$ cat config.mk
export PLATFORM = sky130hd
export DESIGN_NAME = chimera_cluster_seq
export DESIGN_NICKNAME = d
export VERILOG_FILES = /design/src/rtl/chimera_cluster_seq.sv
export SDC_FILE = /design/constraint.sdc
export NUM_CORES = 1
export LEC_CHECK = 0
export BUFFER_PORTS_ARGS = -buffer_cell sky130_fd_sc_hd__buf_4
export CAP_MARGIN = 20
export CORE_UTILIZATION = 45
export CTS_BUF_LIST = sky130_fd_sc_hd__clkbuf_4 sky130_fd_sc_hd__clkbuf_8 sky130_fd_sc_hd__clkbuf_16
export DETAILED_ROUTE_END_ITERATION = 8
export PLACE_DENSITY = 0.63
export SLEW_MARGIN = 20
export SYNTH_ARGS = -nofsm -noshare
export SYNTH_HDL_FRONTEND = slang
export SYNTH_SLANG_ARGS = --single-unit
$ cat constraint.sdc
create_clock -name clk_i -period 4.6 [get_ports clk_i]
set_clock_uncertainty 0.05 [all_clocks]
set_input_delay 0.92 -clock clk_i [delete_from_list [all_inputs] [get_ports clk_i]]
set_output_delay 0.92 -clock clk_i [all_outputs]
set_load 0.05 [all_outputs]
$ cat src/rtl/chimera_cluster_seq.sv
// chimera_cluster_seq: round-robin power-up/power-down sequencer for the external compute clusters.
// Optional feature macro CHIMERA_CLUSTER_SEQ_WFI_GATE_EN: stops wait until the cluster reports idle.
module chimera_cluster_seq #(
   parameter int NumClusters     = 5,
   parameter int ClkSettleCycles = 8,
   parameter int RstHoldCycles   = 16
) (
   input  logic                   clk_i,
   input  logic                   rst_i,
   input  logic [NumClusters-1:0] start_i,
   input  logic [NumClusters-1:0] stop_i,
`ifdef CHIMERA_CLUSTER_SEQ_WFI_GATE_EN
   input  logic [NumClusters-1:0] cluster_idle_i,
`endif
   output logic [NumClusters-1:0] clk_en_o,
   output logic [NumClusters-1:0] rst_o,
   output logic [NumClusters-1:0] boot_irq_o,
   output logic [NumClusters-1:0] on_o,
   output logic                   busy_o
);
   localparam int IW       = NumClusters > 1 ? $clog2(NumClusters) : 1;
   localparam int MaxDwell = ClkSettleCycles > RstHoldCycles ? ClkSettleCycles : RstHoldCycles;
   localparam int CW       = $clog2(MaxDwell + 1);

   typedef enum logic [2:0] {IDLE, UP_CLK, UP_RST, UP_IRQ, DN_RST, DN_CLK} state_t;

   state_t                 state;
   logic [NumClusters-1:0] pend_start, pend_stop, stop_ok, elig, gmask, clr_start, clr_stop;
   logic [IW-1:0]          ptr, grant, cur;
   logic [CW-1:0]          cnt;
   logic                   found;

   function automatic logic [IW-1:0] wrap(input int v);
      return IW'(v >= NumClusters ? v - NumClusters : v);
   endfunction

`ifdef CHIMERA_CLUSTER_SEQ_WFI_GATE_EN
   logic [NumClusters-1:0] idle_q;

   // sample the cluster idle flags so a stop is granted on the same latency as a request
   always_ff @(posedge clk_i) begin
      idle_q <= rst_i ? '0 : cluster_idle_i;
   end

   assign stop_ok = idle_q;
`else
   assign stop_ok = '1;
`endif

   assign elig   = (pend_start & ~on_o) | (pend_stop & on_o & stop_ok);
   assign busy_o = state != IDLE;

   // first eligible cluster at or after the pointer; scanning backwards leaves the nearest one
   always_comb begin
      grant = ptr;
      found = 1'b0;
      for (int i = NumClusters - 1; i >= 0; i--) begin
         if (elig[wrap(int'(ptr) + i)]) begin
            grant = wrap(int'(ptr) + i);
            found = 1'b1;
         end
      end
   end

   // IDLE drops the granted request and any request that would not change the cluster
   assign gmask     = found ? NumClusters'(1) << grant : '0;
   assign clr_start = state == IDLE ? (on_o | gmask) : '0;
   assign clr_stop  = state == IDLE ? (~on_o | gmask) : '0;

   // request latching plus the sequencing FSM driving the per-cluster outputs
   always_ff @(posedge clk_i) begin
      if (rst_i) begin
         state      <= IDLE;
         ptr        <= '0;
         cur        <= '0;
         cnt        <= '0;
         pend_start <= '0;
         pend_stop  <= '0;
         clk_en_o   <= '0;
         rst_o      <= '1;
         boot_irq_o <= '0;
         on_o       <= '0;
      end else begin
         pend_start <= ((pend_start & ~clr_start) | start_i) & ~stop_i;
         pend_stop  <= (pend_stop & ~clr_stop & ~start_i) | stop_i;
         case (state)
            IDLE: if (found) begin
               cur          <= grant;
               ptr          <= wrap(int'(grant) + 1);
               rst_o[grant] <= 1'b1;
               if (pend_start[grant] && !on_o[grant]) begin
                  clk_en_o[grant] <= 1'b1;
                  cnt             <= CW'(ClkSettleCycles);
                  state           <= UP_CLK;
               end else begin
                  on_o[grant] <= 1'b0;
                  cnt         <= CW'(RstHoldCycles);
                  state       <= DN_RST;
               end
            end
            UP_CLK: if (cnt == CW'(1)) begin
               cnt   <= CW'(RstHoldCycles);
               state <= UP_RST;
            end else cnt <= cnt - CW'(1);
            UP_RST: if (cnt == CW'(1)) begin
               rst_o[cur]      <= 1'b0;
               boot_irq_o[cur] <= 1'b1;
               state           <= UP_IRQ;
            end else cnt <= cnt - CW'(1);
            UP_IRQ: begin
               boot_irq_o[cur] <= 1'b0;
               on_o[cur]       <= 1'b1;
               state           <= IDLE;
            end
            DN_RST: if (cnt == CW'(1)) begin
               clk_en_o[cur] <= 1'b0;
               state         <= DN_CLK;
            end else cnt <= cnt - CW'(1);
            default: state <= IDLE;
         endcase
      end
   end
endmodule

==> impl_metrics.tcl, run 1 <==
set metrics [dict create \
    status "complete, no violations" \
    design_area_um2 3940 \
    grt_max_degree 47 \
    min_period_ns 4.219 \
    synth_flop_cell "dfxtp_1" \
    postRouteAntennaNets 0 \
    io_buffers 32 \
    start_kind "flip-flop" \
    h-tree-depth 2 \
    fin_setup_tns_ns 0 \
    initial_utilization_pct 47.31 \
    num_vias 3567 \
    drv_slew 0 \
    syn_avg_cell_area_um2 7.669 \
    clock-sinks 44 \
    die_width_um 90.25 \
    maxCapViolCount 0 \
    die_area_um2 8145 \
    netlist_instances 457 \
    fmax_mhz 237.0 \
    n_antenna_cell 0 \
    slowest_delay_ns 0.60 \
    dr.pass1.iters 5 \
    cts_hold_buffers 0 \
    crit_arrival_ns 4.32 \
    drt-total-wl_um 10150 \
    synth_nets 481 \
    nFillCells 733 \
    synth_fa_ha_area_share_pct 4.784 \
    setup_violations 0 \
    power_frac_comb_pct 69.5 \
    syn2layout_area_growth_pct 12.42 \
    grt_overflow_total 0 \
    p_seq_share_pct 19.0 \
    synth_xor_area_share_pct 1.749 \
    synth_top_family_by_area "compound AO/OA/AOI/OAI gates" \
    worstPathMaxFanout 12 \
    vias_per_cell 6.150 \
    timing_worst_slew_pin_value_ns 0.7680 \
    cts_buffers 5 \
    muxShareOfSynthArea_pct 5.141 \
    worstReg2RegEnd "on_o[3]$_SDFFE_PP0P_" \
    final_nets 504 \
    async_flop_share_pct 0 \
    finalWorstSetupSlack_ns 0.3811 \
    placed_cells 572 \
    stdcell_count 580 \
    r2r_setup_slack_ns 0.38 \
    yosysWarnings 0 \
    ir_worst_vdd_mv 0.3568 \
    clk_pin_slew_ns 0.10 \
    final_cell_mix "dfxtp_1 (44), buf_4 (44), a21oi_1 (43)" \
    syn_area_um2 3505 \
    power_switching_mw 1.449 \
    slew_headroom_pct 48.08 \
    grt_pass1_vias 3349 \
    p_leak_nw 1.514 \
    gp_congestion 0.9235 \
    antenna_found_initial 0 \
    num_io_pins 33 \
    timing.final.crit_share_pct 91.72 \
    switching_share_pct 53.08 \
    layout-drive-gt1-share_pct 15.18 \
    synthDistinctLibCells 77 \
    cp-startpoint "ptr[1]$_SDFFE_PP0P_" \
    total_power_mw 2.730 \
    core_um2 7408 \
    cp.buffers_inverters 1 \
    path_class "reg2reg" \
    synth_edf_count 0 \
    required_ns 4.70 \
    fp.dieH_um 90.25 \
    hold_path_depth 2 \
    ys_seq_area_share_pct 25.13 \
    insertion_delay_ns 0.31 \
    place_hpwl_um 7438 \
    r2r_cells 12 \
    critPathTopFamily "compound AO/OA/AOI/OAI gates" \
    grt_pass1_wl_um 16910 \
    place_ws_ns 0.3494 \
    cp_common_cell "a32oi_1" \
    dr.first_iter.drc_count 311 \
    synth-compound-area-share_pct 32.52 \
    cpMaxStageDelayCell "dfxtp_1" \
    rsz0062_at_grt "false" \
    grt_use_total_pct 25.64 \
    power.density_nw_per_um2 693.0 \
    p_clk_share_pct 11.5 \
    drc_errors 0 \
    endpoint_kind "flip-flop" \
    cts_max_path_buffers 2 \
    intPower_mw 1.281 \
    place_area_um2 3825 \
    holdCritPathClass "reg2reg" \
    hold_viol 0 \
    fp-row-count 31 \
    utilization_pct 53.18 \
    crit_chain "ha_1, inv_1, fa_1, o21ai_0, a32oi_1, a32oi_1, o211a_1, a31o_2, and2_1, mux2_4, a211oi_4, a311oi_1" \
    avgRoutedWirePerCell_um 17.49 \
    fin_hold_ws_ns 0.4457 \
    cts_root_buf "clkbuf_8" \
    ys_seq_elements 44 \
    synthSimpleGateAreaFrac_pct 24.60 \
    reg2reg_from "ptr[1]$_SDFFE_PP0P_" \
    crit_cells 12 \
    cts_tree "done" \
]
## power by group through the flow
stage / Combinational [mW] / Sequential, mW / Clock (mW)
finish: 1.90 / 0.520 / 0.314
global route: 2.06 / 0.531 / 0.340
CTS: 1.86 / 0.516 / 0.321
detailed placement: 1.84 / 0.524 / 0
global placement: 1.83 / 0.525 / 0
floorplan: 1.42 / 0.502 / 0
## Yosys cell counts (11+ instances only)
| master | count | share of area, % |
|---|---|---|
| nor2b_1 | 12 | 2.1 |
| ha_1 | 11 | 3.9 |
| inv_1 | 20 | 2.1 |
| a21oi_1 | 43 | 6.1 |
| nor2_1 | 39 | 4.2 |
| dfxtp_1 | 44 | 25 |
| nand3_1 | 14 | 2.0 |
| nand2_1 | 36 | 3.9 |
| nor3_1 | 18 | 2.6 |
| o21ai_0 | 18 | 2.6 |
| mux2i_1 | 12 | 3.4 |
| a211oi_1 | 17 | 3.6 |
| clkbuf_1 | 17 | 1.8 |
## layout make-up
class	count	area [um2]	share of cell area [%]
clock inverter	3	46.29	1.175
timing repair buffer	44	330.3	8.384
multi-input combinational	364	2411	61.19
sequential	44	880.8	22.36
clock buffer	5	68.82	1.747
tap	99	123.9	3.144
inverter	21	78.83	2.001
## cells by family (layout without fill, tap and decap cells)
| kind of cell | Yosys count | in the layout |
|---|---|---|
| and+or+nand+nor | 166 | 166 |
| AOI/OAI and AO/OA | 161 | 161 |
| buffers and inverters | 49 | 73 |
| DFF | 44 | 44 |
| muxes | 17 | 17 |
| adders and majority gates | 13 | 13 |
| xor gates and xnor gates | 7 | 7 |
## repair_timing
action                     in CTS  in global routing
buffers inserted                0                  0
gates resized for setup         0                  1
setup endpoints to repair       0                  9
## how the worst max path moves through the flow
stage	to	slack (ns)
floorplan	on_o[3]$_SDFFE_PP0P_	0.89
global placement	cnt[3]$_SDFFE_PP0P_	0.48
global route	on_o[3]$_SDFFE_PP0P_	0.14
finish	on_o[3]$_SDFFE_PP0P_	0.38
detailed placement	on_o[3]$_SDFFE_PP0P_	0.35
CTS	on_o[3]$_SDFFE_PP0P_	0.30
## tightest hold or removal path, delay by kind of cell (launching register included)
kind	cells	cell delay (ns)
flip-flops	1	0.33
AO/OA/AOI/OAI	2	0.13
## layer usage
metal | up-vias | wire length (um) | GRT usage (%)
met5 | - | 0 | 0
met4 | 0 | 231 | 8.333
met3 | 25 | 490 | 4.293
met2 | 127 | 4649 | 39.89
met1 | 1668 | 4774 | 35.94
li1 | 1747 | - | -
No activity file was read; power rests on OpenSTA's default activity.
==> inputs of run 2 (changes only) <==
- clock period: 4.6 -> 4.1 ns (I/O delays scaled with it)
==> impl_metrics.tcl, run 2 (synthesized netlist as in run 1, its figures left out) <==
set metrics [dict create \
    io_buffers 32 \
    fp-row-count 31 \
    stdcell_count 595 \
    place_ws_ns 0.2735 \
    num_io_pins 33 \
    cp-startpoint "ptr[0]$_SDFFE_PP0P_" \
    gp_congestion 0.9210 \
    grt_use_total_pct 25.67 \
    grt_pass1_vias 3368 \
    clk_pin_slew_ns 0.10 \
    fp.dieH_um 90.25 \
    holdCritPathClass "reg2reg" \
    required_ns 4.24 \
    vias_per_cell 6.054 \
    dr.first_iter.drc_count 146 \
    n_antenna_cell 0 \
    fmax_mhz 261.4 \
    crit_chain "buf_4, ha_1, a21oi_1, mux2i_1, or4_1, and3_1, o22a_1, or2_0, buf_4, nor2_2, a211oi_4, buf_4, o31a_1" \
    cts_max_path_buffers 2 \
    final_common_cell "buf_4" \
    postRouteAntennaNets 0 \
    core_um2 7408 \
    layout-drive-gt1-share_pct 18.55 \
    cts_buffers 5 \
    cts_root_buf "clkbuf_8" \
    r2r_setup_slack_ns 0.27 \
    reg2reg_from "ptr[0]$_SDFFE_PP0P_" \
    rsz0062_at_grt "false" \
    min_period_ns 3.826 \
    insertion_delay_ns 0.30 \
    final_cell_mix "buf_4 (59), dfxtp_1 (44), a21oi_1 (41)" \
    slowest_delay_ns 0.65 \
    hold_viol 0 \
    die_area_um2 8145 \
    cpMaxStageDelayCell "or4_1" \
    slew_headroom_pct 53.55 \
    p_leak_nw 1.588 \
    finalWorstSetupSlack_ns 0.2741 \
    num_vias 3602 \
    r2r_cells 13 \
    timing_worst_slew_pin_value_ns 0.6871 \
    place_hpwl_um 7906 \
    endpoint_kind "flip-flop" \
    avgRoutedWirePerCell_um 17.45 \
    maxCapViolCount 0 \
    crit_end "cnt[4]$_SDFFE_PP0P_" \
    die_width_um 90.25 \
    initial_utilization_pct 47.31 \
    setup_violations 0 \
    worstPathMaxFanout 25 \
    power.density_nw_per_um2 789.5 \
    nFillCells 726 \
    dr.pass1.iters 5 \
    worstReg2RegEnd "cnt[4]$_SDFFE_PP0P_" \
    fin_setup_tns_ns 0 \
    drt-total-wl_um 10390 \
    cp_common_cell "buf_4" \
    final_nets 519 \
    cts_tree "done" \
    grt_overflow_total 0 \
    drv_slew 0 \
    ir_worst_vdd_mv 0.3422 \
    start_kind "flip-flop" \
    grt_pass1_wl_um 16930 \
    utilization_pct 55.06 \
    timing.final.crit_share_pct 93.32 \
    crit_arrival_ns 3.97 \
    placed_cells 586 \
    path_class "reg2reg" \
    drc_errors 0 \
    h-tree-depth 2 \
    grt_max_degree 47 \
    clock-sinks 44 \
    status "complete, no violations" \
    syn2layout_area_growth_pct 16.39 \
    cts_hold_buffers 0 \
    antenna_found_initial 0 \
]
[run 2: cell count changes in the layout (fill, tap and decap cells not counted), sizes merged]
| cell | delta |
|---|---|
| buf | +15 |
[run 2: area by class of cell]
type | instances | area [um2] | area share (%)
Clock inverter | 3 | 46.29 | 1.135
Inverter | 21 | 78.83 | 1.933
Clock buffer | 5 | 68.82 | 1.687
Sequential cell | 44 | 880.8 | 21.60
Multi-Input combinational cell | 364 | 2437 | 59.75
Tap cell | 99 | 123.9 | 3.037
Timing Repair Buffer | 59 | 442.9 | 10.86
[run 2: how the worst min path moves through the flow]
stage	slack, ns	depth (start not counted)	from	to
2_1_floorplan	0.41	2	pend_start[0]$_SDFF_PP0_	pend_start[0]$_SDFF_PP0_
3_3_place_gp	0.42	2	flip-flop	flip-flop
3_5_place_dp	0.43	2	flip-flop	flip-flop
4_1_cts	0.45	2	clk_en_o[1]$_SDFFE_PP0P_	clk_en_o[1]$_SDFFE_PP0P_
5_1_grt	0.48	2	clk_en_o[1]$_SDFFE_PP0P_	clk_en_o[1]$_SDFFE_PP0P_
6_report	0.44	2	flip-flop	flip-flop
[run 2: what timing repair did]
item,in CTS,in global routing
endpoints found under the hold margin,0,0
endpoints found under the setup margin,0,9
gates resized for setup,0,6
buffers inserted,0,1
[run 2: routing by layer]
| layer | vias to the layer above | routed length (um) | track usage [%] |
|---|---|---|---|
| li1 | 1778 | - | - |
| met1 | 1690 | 4766 | 33.92 |
| met2 | 115 | 4883 | 42.75 |
| met3 | 19 | 516 | 4.125 |
| met4 | 0 | 218 | 8.065 |
| met5 | - | 0 | 0 |
[run 2: metrics by stage]
| step | total power, mW | instance area (um2) | hold slack (ns) |
|---|---|---|---|
| detailed placement | 2.786 | 3930 | 0.4280 |
| global placement | 2.765 | 3930 | 0.4177 |
| CTS | 3.152 | 4045 | 0.4467 |
| global route | 3.464 | 4079 | 0.4796 |
| finish | 3.220 | 4079 | 0.4447 |
| floorplan | 2.160 | 3505 | 0.4099 |
[run 2: critical path: cells and delay by family, from the launching register on]
kind	cells	cell delay, ns
buffers and inverters	3	0.66
and+or+nand+nor	4	1.32
AOI/OAI and AO/OA	4	0.75
adders and majority gates	1	0.36
DFF	1	0.35
muxes	1	0.21
[run 2: where the power goes]
| part | switching (mW) | internal [mW] |
|---|---|---|
| Sequential | 0.0840 | 0.489 |
| Clock | 0.171 | 0.184 |
| Combinational | 1.41 | 0.886 |
| Total | 1.66 | 1.56 |
